### src/rtl/branch_predict_unit.sv
// Branch resolution plus BTB direction/target prediction (direct-mapped, 2-bit counters).
// Optional statistics counters are built when BPU_STATS_EN is defined.
module branch_predict_unit #(
  parameter int PC_W      = 9,
  parameter int BTB_DEPTH = 16
) (
  input  logic            clk,
  input  logic            reset,
  input  logic [PC_W-1:0] if_pc,
  output logic            pred_taken,
  output logic [PC_W-1:0] pred_target,
  input  logic            ex_valid,
  input  logic            ex_stall,
  input  logic [PC_W-1:0] ex_pc,
  input  logic [31:0]     ex_imm,
  input  logic            ex_branch,
  input  logic            ex_force_branch,
  input  logic [31:0]     ex_alu_result,
  input  logic            ex_pred_taken,
  input  logic [PC_W-1:0] ex_pred_target,
  output logic [31:0]     pc_imm,
  output logic [31:0]     pc_four,
  output logic            mispredict,
  output logic [31:0]     redirect_pc,
  output logic [31:0]     stat_branches,
  output logic [31:0]     stat_mispredicts
);

  localparam int IDX_W = $clog2(BTB_DEPTH);
  localparam int TAG_W = PC_W - IDX_W - 2;

  logic [BTB_DEPTH-1:0] valid_q, valid_d;
  logic [TAG_W-1:0]     tag_q [BTB_DEPTH];
  logic [TAG_W-1:0]     tag_d [BTB_DEPTH];
  logic [1:0]           ctr_q [BTB_DEPTH];
  logic [1:0]           ctr_d [BTB_DEPTH];
  logic [PC_W-1:0]      tgt_q [BTB_DEPTH];
  logic [PC_W-1:0]      tgt_d [BTB_DEPTH];

  logic [IDX_W-1:0] if_idx, ex_idx;
  logic [TAG_W-1:0] if_tag, ex_tag;
  logic             if_hit, ex_hit;
  logic [31:0]      ex_pc_ext;
  logic             act_taken;
  logic             upd_en;
  logic             unused_alu;

  assign unused_alu = ^ex_alu_result[31:1];

  // Fetch-side lookup, combinational
  assign if_idx      = if_pc[IDX_W+1:2];
  assign if_tag      = if_pc[PC_W-1:IDX_W+2];
  assign if_hit      = valid_q[if_idx] && (tag_q[if_idx] == if_tag);
  assign pred_taken  = !reset && if_hit && ctr_q[if_idx][1];
  assign pred_target = pred_taken ? tgt_q[if_idx] : '0;

  // Execute-side resolution
  assign ex_pc_ext   = {{(32-PC_W){1'b0}}, ex_pc};
  assign pc_imm      = ex_pc_ext + ex_imm;
  assign pc_four     = ex_pc_ext + 32'd4;
  assign act_taken   = (ex_branch && ex_alu_result[0]) || ex_force_branch;
  assign redirect_pc = act_taken ? pc_imm : pc_four;
  assign mispredict  = !reset && ex_valid &&
                       ((act_taken != ex_pred_taken) ||
                        (act_taken && (ex_pred_target != pc_imm[PC_W-1:0])));

  assign ex_idx = ex_pc[IDX_W+1:2];
  assign ex_tag = ex_pc[PC_W-1:IDX_W+2];
  assign ex_hit = valid_q[ex_idx] && (tag_q[ex_idx] == ex_tag);
  assign upd_en = !reset && ex_valid && !ex_stall && (ex_branch || ex_force_branch);

  always_comb begin
    valid_d = valid_q;
    for (int i = 0; i < BTB_DEPTH; i++) begin
      tag_d[i] = tag_q[i];
      ctr_d[i] = ctr_q[i];
      tgt_d[i] = tgt_q[i];
    end
    if (upd_en) begin
      if (ex_hit) begin
        if (act_taken) begin
          ctr_d[ex_idx] = (ctr_q[ex_idx] == 2'b11) ? 2'b11 : ctr_q[ex_idx] + 2'd1;
          tgt_d[ex_idx] = pc_imm[PC_W-1:0];
        end else begin
          ctr_d[ex_idx] = (ctr_q[ex_idx] == 2'b00) ? 2'b00 : ctr_q[ex_idx] - 2'd1;
        end
        if (ex_force_branch) ctr_d[ex_idx] = 2'b11;
      end else if (act_taken) begin
        // Miss on a taken branch: overwrite whatever lived at this index
        valid_d[ex_idx] = 1'b1;
        tag_d[ex_idx]   = ex_tag;
        tgt_d[ex_idx]   = pc_imm[PC_W-1:0];
        ctr_d[ex_idx]   = ex_force_branch ? 2'b11 : 2'b10;
      end
    end
  end

  // Only the valid bits need resetting; stale payload is masked by valid
  always_ff @(posedge clk) begin
    if (reset) valid_q <= '0;
    else       valid_q <= valid_d;
    for (int i = 0; i < BTB_DEPTH; i++) begin
      tag_q[i] <= tag_d[i];
      ctr_q[i] <= ctr_d[i];
      tgt_q[i] <= tgt_d[i];
    end
  end

`ifdef BPU_STATS_EN
  logic [31:0] stat_br_q, stat_br_d;
  logic [31:0] stat_mp_q, stat_mp_d;

  always_comb begin
    stat_br_d = stat_br_q;
    stat_mp_d = stat_mp_q;
    if (upd_en && (stat_br_q != 32'hFFFF_FFFF)) stat_br_d = stat_br_q + 32'd1;
    if (upd_en && mispredict && (stat_mp_q != 32'hFFFF_FFFF)) stat_mp_d = stat_mp_q + 32'd1;
  end

  always_ff @(posedge clk) begin
    if (reset) begin
      stat_br_q <= '0;
      stat_mp_q <= '0;
    end else begin
      stat_br_q <= stat_br_d;
      stat_mp_q <= stat_mp_d;
    end
  end

  assign stat_branches    = stat_br_q;
  assign stat_mispredicts = stat_mp_q;
`else
  assign stat_branches    = 32'b0;
  assign stat_mispredicts = 32'b0;
`endif

endmodule
### config.mk
export PLATFORM = sky130hd
export DESIGN_NAME = branch_predict_unit
export DESIGN_NICKNAME = d
export VERILOG_FILES = /design/src/rtl/branch_predict_unit.sv
export SDC_FILE = /design/constraint.sdc
export NUM_CORES = 1
export LEC_CHECK = 0
export CAP_MARGIN = 25
export CORE_MARGIN = 8
export CORE_UTILIZATION = 28
export CTS_CLUSTER_SIZE = 24
export DETAILED_ROUTE_END_ITERATION = 7
export PLACE_DENSITY_LB_ADDON = 0.05
export RECOVER_POWER = 25
export SYNTH_ARGS = -nofsm -noshare
export SYNTH_HDL_FRONTEND = slang
export SYNTH_SLANG_ARGS = --single-unit
### constraint.sdc
create_clock -name clk -period 3.6 [get_ports clk]
set_input_delay 0.54 -clock clk [delete_from_list [all_inputs] [get_ports clk]]
set_output_delay 0.54 -clock clk [all_outputs]
set_load 0.005 [all_outputs]
==> impl_metrics.toml, run 1 <==
[logic_synthesis]
yosys_warnings = 0
dominantRegCellSynth = "edfxtp_1"
synthMuxAreaShare = 0.151
synth_cells = 948
synth_top_family_by_area = "multiplexers"
synth_edf_count = 224
yosysMostFrequentCell = "edfxtp_1"
synth-xor-area-share = 0.0330
yosysUniqueCellTypes = 53
async_flop_share = 0
synth_compound_area_frac = 0.0832
synth.area.top_cells = "edfxtp_1, mux4_2, buf_4, xnor2_1, dfxtp_1"
synth-seq-cells = 240
synth-simple-area-share = 0.0906
synthesis.area_um2 = 12700
syn_area_per_cell_um2 = 13.4
synth.largest_area_cell = "edfxtp_1"
ys_seq_area_frac = 0.554
yosys-top-cells-count = "edfxtp_1, buf_4, mux4_2"
yosys.area.top_type_share = 0.529
synth_fa_ha_area_frac = 0.0144

[detailed_routing]
via_per_inst = 4.74
drt-initial-drc-count = 438
wl_per_cell_um = 23.2
met1_length_mm = 18.2
ant_nets = 0
wl_met3_mm = 2.95
met2_length_mm = 21.2
route.detailed.drc = 0
highest_layer = "met5"
num_vias = 8820
firstDrtPassIters = 5
totalWireLength_mm = 43.2

[die]
die-area_um2 = 52500
io_pins = 269
core_um2 = 45100
fp.dieH_um = 229
die_x_um = 229
start_util = 0.282
rows = 78

[finish]
final_area_um2 = 17000
utilization = 0.378
n_antenna_cell = 0
area_growth_syn_to_layout_pct = 33.9
drive_gt1_frac = 0.302
nets = 1354

[run]
drv_cap = 0

[placement]
gp_congestion = 0.807
dp_hpwl_mm = 32.0
portBuffers = 149
post_dp_cell_area_um2 = 15600

[critical_path]
critPathKind = "primary input to primary output"
crit_fanout = 6
cp.arrival_ns = 3.03
end_kind = "primary output"
crit_path_start_kind = "primary input"
required_ns = 3.06
max_stage_delay_ns = 0.53
critPathSlowestCell = "dlygate4sd3_1"
path_cells = "dlygate4sd3_1 -> buf_4 -> ha_2 -> or3_1 -> o21ai_2 -> a21oi_4 -> buf_6 -> nand3_1 -> xnor2_2 -> and2_1 -> clkdlybuf4s50_1"

[run_status]
status = "finished, final reports clean"

[timing]
finalSetupTns_ns = 0
hold_violations = 0
finalClockSkew_ns = 0.0185
fmax_ghz = 0.280
min_period_over_period = 0.991
tightest_slew_ns = 0.812
period_minus_slack_ns = 3.57
slew_viol_final = 0
slew_headroom = 0.459
rsz0062_at_grt = "yes"
setup_viol = 0
worst_hold_slack_ns = 0.506

[global_route]
antenna_found_initial = 2
groute.usage.overall = 0.161
grt_max_degree = 29
grt_pass1_vias = 9479
grt_overflow = 0
grt_first_pass_wirelength_mm = 64.0

[power]
ir_worst_vdd_uv = 295
cellLeakagePower_uw = 0.00635
power.density_nw_per_um2 = 406

[clock_network]
hold_buffers = 0
cts_buffers = 27
clkLatencyLatePin_ns = 0.55
clk_pin_slew_worst_paths_ns = 0.06
root_buffer = "clkbuf_16"
htreeDepth = 1
cts_tree = "built"
clock_path_buffers = 3
clkSinkCount = 240

[worst_hold_path]
hp-class = "flip-flop to flip-flop"
==> worst max-delay path, delay by kind of cell <==
kind | cells | cell delay, ns
AO/OA/AOI/OAI | 2 | 0.15
XOR/XNOR | 1 | 0.13
adder cells (fa/ha/maj) | 1 | 0.24
buffers and inverters | 4 | 1.34
AND/OR/NAND/NOR | 3 | 0.61
==> sequential cells by signal (all words and copies together) (netlist names), named ones only <==
name,flops
tag_q,48
ctr_q,30
valid_q,16
tgt_q,144
==> cell families (layout without fill, tap and decap cells) <==
family / count (synthesis) / in the layout
AOI/OAI and AO/OA: 164 / 164
xor gates and xnor gates: 48 / 48
adders and majority gates: 14 / 14
buffers and inverters: 154 / 383
DFF: 240 / 240
muxes: 91 / 91
other: 1 / 86
and+or+nand+nor: 236 / 236
==> cell usage in the layout, fill, tap and decap left out, types with 8 or more instances in the layout <==
master	n
nand2_1	59
mux2i_1	8
dfxtp_1	16
clkdlybuf4s50_1	82
o21ai_0	44
a21oi_1	10
xnor2_2	14
dlymetal6s2s_1	21
nand4_1	9
and2_1	23
xnor2_1	25
clkbuf_16	28
dlygate4sd2_1	33
mux4_2	80
o21ai_1	20
conb_1	86
o21ba_2	16
buf_6	13
nor2_1	48
a31oi_1	18
buf_4	156
edfxtp_1	224
nand3_1	29
inv_1	9
nor3_1	20
nor2b_1	19
clkbuf_1	10
==> power by group <==
group / internal (uW) / total [uW] / switching, uW / leakage [uW]
clock network: 1460 / 2600 / 1140 / 0.000404
logic: 581 / 1180 / 599 / 0.00376
registers: 3120 / 3130 / 4.48 / 0.00218
total: 5160 / 6910 / 1740 / 0.00635
==> stage by stage <==
| stage | cells | worst slack (ns) | power (uW) |
|---|---|---|---|
| final | 1862 | 0.0323 | 6910 |
| after global routing | 1862 | -0.113 | 7180 |
| after CTS | 1859 | 0.00318 | 6990 |
| after detailed placement | 1797 | -0.606 | 4290 |
| after global placement | 1797 | -0.616 | 4290 |
| after floorplan | 1033 | 0.204 | 3730 |
==> worst paths after layout <==
path | startpoint | to | slack, ns | cells after the start
min reg2reg | valid_q[6] | valid_q[6] | 0.51 | 1
max | ex_pc[8] | redirect_pc[25] | 0.03 | 11
max reg2reg | tag_q[10][1] | ctr_q[14][1] | 0.66 | 9
min | valid_q[6] | valid_q[6] | 0.51 | 1
==> area by class of cell <==
class                      instances  area, um2
clock buffer                      38        748
clock inverter                    11       76.3
fill                            4465      28100
inverter                          10       37.5
multi-input combinational        639       5470
sequential                       240       7050
tap                              600        751
timing repair buffer             324       2900
==> repair_timing <==
| item | 4_1_cts | 5_1_grt |
|---|---|---|
| setup buffers | 14 | 4 |
| endpoints found under the setup margin | 69 | 41 |
| resized for setup | 124 | 42 |
| pin swaps | 43 | 18 |
==> metal layers <==
layer,vias to the layer above,GRT usage
met1,4437,0.201
met4,2,0.0357
met2,282,0.275
li1,4051,-
met3,48,0.0440
met5,-,0
Note: power is estimated with default switching activity, not from simulation.
==> run 2, diff against run 1 <==
--- a/config.mk
+++ b/config.mk
@@ -8,6 +8,7 @@
 export CAP_MARGIN = 25
 export CORE_MARGIN = 8
 export CORE_UTILIZATION = 28
+export CTS_BUF_LIST = sky130_fd_sc_hd__clkbuf_16
 export CTS_CLUSTER_SIZE = 24
 export DETAILED_ROUTE_END_ITERATION = 7
 export PLACE_DENSITY_LB_ADDON = 0.05
==> impl_metrics.toml, run 2 (synthesis gave the netlist of run 1 again) <==
[run_status]
status = "finished, final reports clean"

[detailed_routing]
num_vias = 8851
wl_per_cell_um = 23.2
route.detailed.drc = 0
via_per_inst = 4.75
drt-initial-drc-count = 463
ant_nets = 0
totalWireLength_mm = 43.3
firstDrtPassIters = 5

[timing]
rsz0062_at_grt = "yes"
setup_viol = 0
finalClockSkew_ns = 0.0203
fin_ws_ns = 0.0292
worst_hold_slack_ns = 0.506
tightest_slew_ns = 0.810
fmax_ghz = 0.280
slew_headroom = 0.460
min_period_over_period = 0.992
finalSetupTns_ns = 0
hold_violations = 0
slew_viol_final = 0
period_minus_slack_ns = 3.57

[finish]
n_antenna_cell = 0
fillCellCount = 4467
mostFrequentLayoutCell = "edfxtp_1"
largest_register_ff_count = 144
layout_common_cells = "edfxtp_1, buf_4, conb_1"
nets = 1354
reg_top3 = "tgt_q: 144 flops, tag_q: 48 flops, ctr_q: 30 flops"
area_growth_syn_to_layout_pct = 33.8
top_register = "tgt_q"
drive_gt1_frac = 0.302

[global_route]
groute.usage.overall = 0.161
grt_max_degree = 29
antenna_found_initial = 2
grt_first_pass_wirelength_mm = 64.0
grt.met2_usage = 0.276
met1_usage = 0.200
grt_overflow = 0
grt_pass1_vias = 9497
top_usage_layer = "met2"
grtUsageMet3 = 0.0440

[power]
power.density_nw_per_um2 = 403
cellLeakagePower_uw = 0.00638
ir_worst_vdd_uv = 292

[run]
drv_cap = 0

[clock_network]
clkLatencyLatePin_ns = 0.56
cts_buffers = 27
clk_pin_slew_worst_paths_ns = 0.06
clkSinkCount = 240
root_buffer = "clkbuf_16"
hold_buffers = 0
cts_tree = "built"
clock_path_buffers = 3
htreeDepth = 1

[placement]
portBuffers = 149
gp_congestion = 0.807
dp_hpwl_mm = 32.0
place_ws_ns = -0.606

[die]
die_x_um = 229
core_um2 = 45100
die-area_um2 = 52500
start_util = 0.282
rows = 78
fp.dieH_um = 229
io_pins = 269

[worst_hold_path]
hp-class = "flip-flop to flip-flop"

[critical_path]
required_ns = 3.06
crit_fanout = 6
cp.arrival_ns = 3.03
end_kind = "primary output"
crit_path_start_kind = "primary input"
critPathKind = "primary input to primary output"
-- run 2: cell count changes in the layout (fill, tap and decap cells not counted) --
cell,previous run,this run
clkbuf_1,10,1
inv_1,9,18
clkbuf_8,1,0
inv_2,1,2
-- run 2: timing repair --
action,CTS,global route
resized for setup,124,42
pin swaps,43,18
setup buffers,14,4
setup endpoints to repair,69,41
-- run 2: path summary, 6_finish.rpt --
check,slack (ns),cells past startpoint,end,start
hold reg to reg,0.51,1,valid_q[6],valid_q[6]
setup reg to reg,0.62,9,ctr_q[14][1],tag_q[10][1]
setup / recovery,0.03,11,redirect_pc[25],ex_pc[8]
hold / removal,0.51,1,valid_q[6],valid_q[6]
-- run 2: worst max-delay path: stages --
cell and delay (ns):
dlygate4sd3_1 0.53, buf_4 0.17, ha_2 0.24, or3_1 0.37, o21ai_2 0.09, a21oi_4 0.06
buf_6 0.14, nand3_1 0.10, xnor2_2 0.13, and2_1 0.14, clkdlybuf4s50_1 0.50
-- run 2: through the flow --
stage | total power, uW | area, um2 | instances | utilization
floorplan | 3730 | 13000 | 1033 | -
global placement | 4290 | 15600 | 1797 | 0.347
detailed placement | 4290 | 15600 | 1797 | 0.347
CTS | 6950 | 16900 | 1859 | 0.374
global route | 7130 | 17000 | 1862 | 0.378
finish | 6870 | 17000 | 1862 | 0.378
-- run 2: report_power, final --
part / internal [uW] / switching [uW]
registers: 3120 / 4.50
logic: 580 / 599
clock network: 1410 / 1150
total: 5120 / 1750
-- run 2: final cells by class --
class	instances	area (um2)	area share
Multi-Input combinational cell	639	5470	0.322
Sequential cell	240	7050	0.414
Tap cell	600	751	0.0441
Clock inverter	21	114	0.00669
Clock buffer	28	701	0.0412
Timing Repair Buffer	324	2900	0.170
Inverter	10	37.5	0.00220
-- run 2: per-layer routing --
metal | vias to the layer above | share of wire
li1 | 4045 | -
met1 | 4450 | 0.42
met2 | 306 | 0.49
met3 | 48 | 0.069
met4 | 2 | 0.018
met5 | - | 0.00030
